--- src/rtl/fetch_buffer.sv ---
// rtl/fetch_buffer.sv - instruction fetch stage: single-outstanding imem reads into a decode FIFO
//
// Issues one instruction-memory read at a time from the current PC and queues
// the returned {pc, instruction} pairs for decode. It also drives the PC
// register enable and flushes on redirect. A response that is still in flight
// when a redirect arrives is discarded.
//
// Ports:
//   clk, reset              clock and synchronous active-high reset
//   fetch_pc, redirect, hlt PC register value, control-flow change, halt
//   pc_enable               PC register advance/load enable
//   mem_req/addr/gnt        read request handshake
//   mem_rvalid/rdata        read response
//   dec_valid/pc/instr      FIFO head presented to decode
//   dec_ready               decode consumes head
//   busy                    request outstanding or FIFO non-empty
module fetch_buffer #(
  parameter int DEPTH = 4,
  parameter int XLEN  = 64,
  parameter int ILEN  = 32
) (
  input  logic            clk,
  input  logic            reset,
  input  logic [XLEN-1:0] fetch_pc,
  input  logic            redirect,
  input  logic            hlt,
  output logic            pc_enable,
  output logic            mem_req,
  output logic [XLEN-1:0] mem_addr,
  input  logic            mem_gnt,
  input  logic            mem_rvalid,
  input  logic [ILEN-1:0] mem_rdata,
  output logic            dec_valid,
  output logic [XLEN-1:0] dec_pc,
  output logic [ILEN-1:0] dec_instr,
  input  logic            dec_ready,
  output logic            busy
);

  localparam int AW = $clog2(DEPTH);
  localparam int CW = AW + 1;

  localparam logic [1:0] IDLE = 2'd0;
  localparam logic [1:0] WAIT = 2'd1;
  localparam logic [1:0] DROP = 2'd2;

  logic [1:0]      state;
  logic [CW-1:0]   count;
  logic [AW-1:0]   rd_ptr;
  logic [AW-1:0]   wr_ptr;
  logic [XLEN-1:0] req_pc;

  logic [XLEN-1:0] pc_q    [DEPTH];
  logic [ILEN-1:0] instr_q [DEPTH];

  logic grant;
  logic push;
  logic pop;

  // Only entries are counted: with one request outstanding, a free slot seen
  // at issue time is still free when the response lands. Reset also blocks
  // issue so the PC cannot advance while the buffer is being cleared.
  assign mem_req   = ~reset & (state == IDLE) & ~hlt & ~redirect & (count < CW'(DEPTH));
  assign mem_addr  = fetch_pc;
  assign grant     = mem_req & mem_gnt;
  assign pc_enable = redirect | grant;

  // A response arriving together with a redirect belongs to the old stream.
  assign push      = (state == WAIT) & mem_rvalid & ~redirect;
  assign pop       = dec_valid & dec_ready;

  assign dec_valid = (count != '0);
  assign dec_pc    = pc_q[rd_ptr];
  assign dec_instr = instr_q[rd_ptr];
  assign busy      = (state != IDLE) | (count != '0);

  // Payload storage needs no reset; dec_valid masks stale contents.
  always_ff @(posedge clk) begin
    if (push) begin
      pc_q[wr_ptr]    <= req_pc;
      instr_q[wr_ptr] <= mem_rdata;
    end
  end

  always_ff @(posedge clk) begin
    if (reset) begin
      state  <= IDLE;
      count  <= '0;
      rd_ptr <= '0;
      wr_ptr <= '0;
      req_pc <= '0;
    end else begin
      if (grant) begin
        req_pc <= fetch_pc;
      end

      if (redirect) begin
        count  <= '0;
        rd_ptr <= '0;
        wr_ptr <= '0;
      end else begin
        if (push) begin
          wr_ptr <= wr_ptr + 1'b1;
        end
        if (pop) begin
          rd_ptr <= rd_ptr + 1'b1;
        end
        case ({push, pop})
          2'b10:   count <= count + 1'b1;
          2'b01:   count <= count - 1'b1;
          default: count <= count;
        endcase
      end

      case (state)
        IDLE: begin
          if (grant) begin
            state <= WAIT;
          end
        end
        WAIT: begin
          // With rvalid the response is either pushed or, on redirect,
          // dropped. Without it a redirect leaves stale data in flight.
          if (mem_rvalid) begin
            state <= IDLE;
          end else if (redirect) begin
            state <= DROP;
          end
        end
        DROP: begin
          if (mem_rvalid) begin
            state <= IDLE;
          end
        end
        default: state <= IDLE;
      endcase
    end
  end

endmodule

--- config.mk ---
export PLATFORM = sky130hd
export DESIGN_NAME = fetch_buffer
export DESIGN_NICKNAME = d
export VERILOG_FILES = /design/src/rtl/fetch_buffer.sv
export SDC_FILE = /design/constraint.sdc
export NUM_CORES = 1
export LEC_CHECK = 0
export ABC_AREA = 1
export BUFFER_PORTS_ARGS = -buffer_cell sky130_fd_sc_hd__buf_4
export CAP_MARGIN = 20
export CORE_MARGIN = 3
export CORE_UTILIZATION = 29
export DETAILED_ROUTE_END_ITERATION = 8
export GPL_ROUTABILITY_DRIVEN = 0
export HOLD_SLACK_MARGIN = 0.05
export PLACE_DENSITY = 0.53
export SYNTH_ARGS = -nofsm -noshare
export SYNTH_HDL_FRONTEND = slang
export SYNTH_SLANG_ARGS = --single-unit
--- constraint.sdc ---
create_clock -name clk -period 9.55 [get_ports clk]
set_input_delay 0.955 -clock clk [delete_from_list [all_inputs] [get_ports clk]]
set_output_delay 0.955 -clock clk [all_outputs]
set_load 0.02 [all_outputs]
* After elaboration in Yosys (flattened, before gate mapping)
Memories as Yosys holds them, arrays and structs flattened. A register that Yosys moved wholly into a read port is not among the register bits.
Index checks and enable logic that the tools add are counted.
** Storage, ports and cells
- Register bits after elaboration :: 73
- Latch bits :: 0
- Memory bits (writable) :: 384
- Bits in read-only memories :: 0
- Bits of input ports :: 103
- Output and inout port bits :: 164
- Logic and storage cells :: 50
- Memories :: 2
** Cells by class
- Add/subtract/negate cells :: 4
- $mul :: 0
- Divide/modulo/power cells :: 0
- Magnitude comparators :: 1
- Equal/unequal tests :: 7
- Shifts and indexed selects :: 0
- Mux-type cells :: 12
- Bitwise logic cells :: 13
- Reductions and logical operators :: 6
** Memory list
- pc_q :: depth 4, bits a word 64, read ports 1, clocked after memory_dff 1, write ports 1, RTL line 53 : logic [XLEN-1:0] pc_q [DEPTH];
- instr_q :: depth 4, bits a word 32, read ports 1, clocked after memory_dff 1, write ports 1, RTL line 54 : logic [ILEN-1:0] instr_q [DEPTH];
** Operator list (number)
- 2-bit two-way mux :: 8
- 1-bit bitwise AND :: 8
- 2-bit case mux with 3 select lines :: 1
- 3-bit case mux with 2 select lines :: 1
- 2-bit by 1-bit adder with 2-bit output (second input constant) :: 2
- 2-bit by 1-bit equality test with 1-bit output (second input constant) :: 2
- 2-bit equality test (second input constant) :: 2
- 2-bit inequality test (second input constant) :: 2
- 2-bit nonzero test :: 2
- 3-bit by 1-bit adder with 3-bit output (second input constant) :: 1
- 3-bit less-than comparator (second input constant) :: 1
- 3-bit inequality test (second input constant) :: 1
- 1-bit NOT :: 3
- 3-bit AND reduction :: 1
- 3-bit nonzero test :: 1
- 3-bit by 1-bit subtractor with 3-bit output (second input constant) :: 1
- 2-bit zero test :: 1
- 1-bit two-way mux :: 2
- 1-bit bitwise OR :: 2
- 2-bit OR reduction :: 1

* Depth between registers and ports, before layout
Gate-level depths: netlist of run 1.
- Depth in word-level cells :: 8
- Gate-level depth with buffers :: 13
- Gate-level depth less buffers :: 13

* Worst setup path after synthesis of run 1
Ideal clock, no wire load.
- Kind :: input -> register
- From :: in mem_rvalid
- To :: mem instr_q[0][0] (enable)
- Setup time :: 0.551 ns
- Arrival :: 5.243 ns
- Required time :: 8.999 ns
- Path slack :: 3.756 ns
- Stages on the path :: 4
- Path buffers :: 0
- Cell sequence :: nand2_1 nor2_1 inv_1 nor2_1
** Between the ends
- Cells in the longest elaborated chain, start to end :: 4
** Ends and longest elaborated chain
- start, declared :: RTL line 31 : input logic mem_rvalid,
- 1-bit bitwise AND (2 in a row) :: RTL line 69 : assign push = (state == WAIT) & mem_rvalid & ~redirect;
- 1-bit two-way mux :: RTL line 79 : if (push) begin
- 1-bit two-way mux (not written as such) :: RTL line 81 : instr_q[wr_ptr] <= mem_rdata;
- end, declared :: RTL line 54
No other way between the ends.

==> metrics.txt, run 1 <==
Avg WL per Cell=18.80 um; CTS tree=yes; Die Wd=251.2 um; worst hold stages=1; Period minus WS final=4164 ps; maximum fanout along the worst path=49; cts hold-fix bufs=0; Seq/Total Area, Yosys=0.7474; Reg area=13040 sq um; Hold Crit Class=flop to flop; DR DRC count=0; Fin. Hold Viols=0; Clock H-tree levels=2; placed wire-length estimate=24.99 mm; critical-path cell list=clkinv_2, buf_4, o21ai_0, o22ai_1, buf_4; Multi-input gate area=3440 sq um; f_max=240.2 MHz; multiplexer share of the synthesized area=0; initial antenna violation count=1; period utilization=0.4360; # Post-CTS Setup Buffers=0; Slew @ Worst Pin=1086 ps; xor/xnor cell area share of the yosys netlist=0.0005023; Req. time, crit path=8600 ps; core area=59240 sq um; Yosys warning total=0; Ports=267; crit start category=flop; final WL=44.35 mm; Tot GR Track Use=0.1375; syn_area_per_cell=12.86 sq um; Setup crit end kind=primary output; share of layout cells above drive strength 1=0.2371; DRT antenna net count=0; most common cell after layout, fill and taps aside=edfxtp_1; cell count of the worst reg-to-reg path=8; num rows=89; Synth Net Count=1465; Bufs on Longest Clock Path=3; Post-Synth Adder-Cell Area=0.004736; Compound-Gate Fraction of Synth Area=0.1122; routed vias=10950; main combinational cell family by area after synthesis=compound AO/OA/AOI/OAI gates; status=completed; synthesized instance count=1356; library cells used by synthesis=25; first-pass GRT wire length=66.52 mm; CTS Sinks=459; DR pass1 iterations=5; vias in the first global route=10930; Final Max Slew Viols=0; final hold slack=455.0 ps; setup TNS=0 ps; Die ar.=63100 sq um; pin count of the biggest net entering global routing=104; fillcell total=5753; CP max-delay cell=clkinv_2; Avg Vias per Cell=4.642; Num CTS Buffers=51; nets=1654; Area Growth Syn to Fin=22.42%; highest-count cells in the layout ignoring fill and taps=384 x edfxtp_1, 327 x nor2_1, 283 x buf_4, 242 x o21ai_0, 96 x o22ai_1; PostCTS Resize Cnt=0; max_cap viols=0; drt first-iter violations=667; Root Driver=clkbuf_16; clock latency on the worst-skew pair=570 ps; Port-buffer cells=266; Final Setup Violations=0; Synth Area in Simple Gates=0.07807; Post-Synthesis Cell Area=17440 sq um; diode count=0; CP peak stage delay=790 ps; Static Leak=0.007293 uW; die height=251.2 um; Initial Utilization=0.2943; GRT overflow=0; clk_skew=11.54 ps; Max-slew headroom=0.2761; Pwr per Cell Area=200.5 nW/um^2; FF+latch count, synth=459; Peak VDD IR=0.1084 mV; RSZ-0062 raised after global routing=no; kind of critical path=flop to primary output; CP most frequent cell=buf_4; Clock transition at path regs=60 ps; Critical Path AT=3210 ps
[sequential cells by signal (all words and copies together), names as in the netlist, named ones only]
register,count
instr_q,128
req_pc,64
count,3
state,2
rd_ptr,2
wr_ptr,2
pc_q,256
[path summary, 6_finish.rpt]
path                              start               endpoint  slack, ps
hold reg to reg   count[0]$_SDFFE_PP0P_  count[0]$_SDFFE_PP0P_        460
setup / recovery                   flop           dec_instr[0]       5390
setup reg to reg  state[0]$_SDFFE_PP0P_  pc_q[2][50]$_DFFE_PP_       7020
hold / removal    count[0]$_SDFFE_PP0P_  count[0]$_SDFFE_PP0P_        460
[kinds of logic after synthesis]
group,count (synthesis)
AND/OR/NAND/NOR,352
flip-flops,459
XOR/XNOR,1
adder cells (fa/ha/maj),6
buffers and inverters,171
AO/OA/AOI/OAI,367
[critical path, delay by kind of cell (launching register included)]
kind,cells,cell delay [ps]
compound gates,2,310
buf+inv,3,1580
flops,1,690
[report_power, final]
part,switching (uW),total (uW),internal [uW]
registers,14.8,2190,2180
clock network,770,1940,1170
logic,82.6,147,64.4
total,867,4280,3410
[metrics by stage]
step,util,instance area (sq um),std cells,total power (uW),worst slack (ps)
4_1_cts,0.3603,21350,2359,4343,5174
3_5_place_dp,0.3320,19670,2265,2383,5822
6_report,0.3603,21350,2359,4279,5386
3_3_place_gp,0.3320,19670,2265,2379,5851
2_1_floorplan,-,17440,1356,2314,3756
5_1_grt,0.3603,21350,2359,4442,5080
[cell type report]
type	instances	share of cell area
clock buffers	64	0.06348
clock inverters	30	0.01518
inverters	24	0.004513
multi-input cells	726	0.1611
flip-flops and latches	459	0.6109
well taps	773	0.04531
repair buffers	283	0.09953
[layer usage]
metal	part of all wire	up-vias	GRT usage
met5	0.00029	-	0
met4	0.015	2	0.03033
met3	0.050	58	0.02917
met2	0.51	263	0.2437
met1	0.43	5417	0.1732
li1	-	5211	-
[synthesized netlist by cell type]
cell | number | area share
o21ai_1 | 19 | 0.0055
buf_6 | 10 | 0.0065
nor3_1 | 1 | 0.00029
buf_2 | 21 | 0.0060
o21ai_0 | 242 | 0.069
nor2_2 | 1 | 0.00036
nor2_1 | 331 | 0.071
nand2_1 | 10 | 0.0022
nand3_1 | 5 | 0.0014
edfxtp_1 | 384 | 0.66
buf_1 | 1 | 0.00022
buf_4 | 67 | 0.029
ha_1 | 5 | 0.0036
fa_1 | 1 | 0.0011
clkbuf_1 | 48 | 0.010
xor2_1 | 1 | 0.00050
dfxtp_1 | 75 | 0.086
nor2_4 | 1 | 0.00065
nand4_1 | 1 | 0.00036
nand4_4 | 1 | 0.0012
a21oi_1 | 10 | 0.0029
inv_1 | 21 | 0.0045
or2_2 | 1 | 0.00036
inv_2 | 3 | 0.00065
o22ai_1 | 96 | 0.034
No activity file was read; power rests on OpenSTA's default activity.
==> run 2, diff against run 1 <==
Settings changed: ABC_AREA 1 to 0.
Clock period 9.55 ns to 4.02 ns, I/O delays scaled along.
==> run 2 against run 1 <==
Cell count down 15%. Synthesized cell count down 33%. Global-route usage down 1.2 points. First-iteration DRC count down 24%. Critical path type unchanged. Worst setup slack worse by 4300 ps. Clock power up 130%. Routed wire length down 10%.
==> metrics.txt, run 2 <==
Max Used Layer=met4; drt first-iter violations=507 (-24%); share of layout cells above drive strength 1=0.4390 (+0.2019); Ports=267 (unchanged); Synth Net Count=1022 (-30%); Tot GR Track Use=0.1254 (-0.01217); Critical Path AT=2530 ps (-680 ps); Pwr per Cell Area=451.7 nW/um^2 (+130%); pin count of the biggest net entering global routing=72 (-31%); Final Setup Violations=0 (unchanged); Fin. Hold Viols=0 (unchanged); routed vias=8894 (-19%); reg2reg setup slack=1710 ps (-5310 ps); status=completed; worst r2r src=state[1]$_SDFFE_PP0P_; CTS Sinks=459 (unchanged); ranking of synthesized cells by area=edfxtp_1 66%, mux4_2 12%, dfxtp_1 8.6%, buf_4 2.8%, a21oi_2 2.0%; GRT overflow=0 (unchanged); hold_sp=fetch_pc[5]; Max-slew headroom=0.5381 (+0.2619); max_cap viols=0 (unchanged); met1 WL=18.21 mm (-3.9%); kind of critical path=flop to primary output; Setup crit end kind=primary output; core area=59240 sq um (unchanged); Peak VDD IR=0.2641 mV (+140%); first-pass GRT wire length=59.55 mm (-10%); FF+latch count, synth=459 (unchanged); library cells used by synthesis=35 (+40%); Clock H-tree levels=2 (unchanged); metal3 WL=2.326 mm (+5.2%); crit-path leading delay family=flip-flops; Synth top area share=0.6611 (about the same); CTS tree=yes; dpl ws=1575 ps (-4246 ps); maximum fanout along the worst path=28 (-43%); Yosys warning total=0 (unchanged); CP max-delay cell=dfxtp_4; Initial Utilization=0.2944 (about the same); die height=251.2 um (about the same); Synth Flop Type=edfxtp_1; crit start category=flop; fillcell total=5569 (-3.2%); WHS Endpoint=req_pc[5]$_SDFFE_PP0P_; Static Leak=0.007032 uW (-3.6%); Async SR Flop Fraction=0 (unchanged); Seq/Total Area, Yosys=0.7472 (about the same); syn_area_per_cell=19.10 sq um (+49%); clock latency on the worst-skew pair=580 ps (about the same); diode count=0 (unchanged); DR DRC count=0 (unchanged); biggest regs=pc_q (256), instr_q (128), req_pc (64); setup TNS=0 ps (unchanged); placed wire-length estimate=23.58 mm (-5.6%); nets=1307 (-21%); cell count of the worst reg-to-reg path=5 (-3); initial antenna violation count=0 (-1); Top reg by flops=pc_q; vias in the first global route=9562 (-12%); worst hold stages=3 (+2); most common cell after layout, fill and taps aside=edfxtp_1; final WL=39.83 mm (-10%); Final Max Slew Viols=0 (unchanged); Clock transition at path regs=60 ps (about the same); Hold Crit Class=input port to flop; Synth top cells by count=384 x edfxtp_1, 96 x mux4_2, 89 x nand2_1; Bufs on Longest Clock Path=3 (unchanged); Die ar.=63120 sq um (about the same); Period minus WS final=2928 ps; Area Growth Syn to Fin=26.08%; DRT antenna net count=0 (unchanged); RSZ-0062 raised after global routing=no; CP peak stage delay=760 ps (-30 ps); num rows=89 (unchanged); # Post-CTS Setup Buffers=0 (unchanged); Synth area leader=edfxtp_1; clk_skew=15.40 ps (+3.862 ps); period utilization=0.7283; Port-buffer cells=266 (unchanged); DR pass1 iterations=4 (-1); Die Wd=251.2 um (about the same); f_max=341.6 MHz; Slew @ Worst Pin=692.9 ps (-392.9 ps); Num CTS Buffers=49 (-3.9%); most frequent cell after synthesis=edfxtp_1; Avg WL per Cell=19.82 um (+5.4%); Req. time, crit path=3620 ps (-4980 ps); max FFs per register=256 (unchanged); critical-path cell list=buf_12, mux4_2, buf_4; Met2 Routed Length=18.63 mm (-17%); Avg Vias per Cell=4.425 (-4.7%); number of flops mapped to enable cells by yosys=384 (unchanged); worst r2r dst=instr_q[1][8]$_DFFE_PP_; Root Driver=clkbuf_16; worst setup margin=1092 ps (-4294 ps); number of buffers and inverters on the critical path=2 (-1); synthesized instance count=913 (-33%); highest-count cells in the layout ignoring fill and taps=384 x edfxtp_1, 276 x buf_4, 96 x mux4_2, 89 x nand2_1, 73 x dfxtp_1; Post-Synthesis Cell Area=17440 sq um (about the same)
[run 2: tightest hold or removal path, stage by stage]
cell and delay (ps):
buf_4 110, nand2_1 50, a21oi_1 50
[run 2: routing by layer]
layer	vias to the layer above	global-route usage
met5	-	0
met4	0	0.02884
met3	50	0.03197
met2	248	0.2021
met1	4558	0.1715
li1	4038	-
[run 2: cells by family after synthesis]
family	after synthesis	synth area share
buffers and inverters	116	0.04871
multiplexers	97	0.1245
XOR/XNOR	5	0.002511
AND/OR/NAND/NOR	159	0.04275
adder cells (fa/ha/maj)	6	0.004735
flip-flops	459	0.7472
AO/OA/AOI/OAI	71	0.02956
[run 2: power breakdown]
group / switching, uW / internal (uW) / leakage [uW]
registers: 18.8 / 5140 / 0.00392
clock network: 1840 / 2550 / 0.000780
logic: 198 / 186 / 0.00233
[run 2: repair_timing]
action                                  CTS  global route
hold buffers                             60             0
hold endpoints to repair                156             0
endpoints found under the setup margin    0             0
gates resized for setup                   0             0
[run 2: metrics by stage]
stage | instances | hold WS (ps) | instance area (sq um) | total power, uW | util
2_1_floorplan | 913 | 460.0 | 17440 | 5443 | -
3_3_place_gp | 1860 | 475.2 | 19820 | 5598 | 0.3345
3_5_place_dp | 1860 | 487.1 | 19820 | 5604 | 0.3345
4_1_cts | 2010 | 50.42 | 21990 | 10080 | 0.3712
5_1_grt | 2010 | 61.91 | 21990 | 10290 | 0.3712
6_report | 2010 | 91.00 | 21990 | 9934 | 0.3712
[run 2: layout make-up]
| type | count | area (sq um) | share of cell area |
|---|---|---|---|
| sequential | 459 | 13040 | 0.5930 |
| multi-input combinational | 338 | 3570 | 0.1623 |
| timing repair buffer | 343 | 2813 | 0.1279 |
| clock buffer | 63 | 1330 | 0.06048 |
| tap | 773 | 967.2 | 0.04398 |
| clock inverter | 27 | 245.2 | 0.01115 |
| inverter | 7 | 26.28 | 0.001195 |
[run 2: how the worst max path moves through the flow]
| stage | start | end | slack, ps | depth (start not counted) |
|---|---|---|---|---|
| global route | flop | dec_pc[36] | 870 | 3 |
| finish | flop | dec_pc[48] | 1090 | 3 |
| floorplan | state[1]$_SDFFE_PP0P_ | instr_q[0][0]$_DFFE_PP_ | 560 | 4 |
| CTS | flop | dec_pc[36] | 940 | 3 |
| global placement | flop | dec_instr[17] | 1590 | 3 |
| detailed placement | flop | dec_pc[36] | 1580 | 3 |
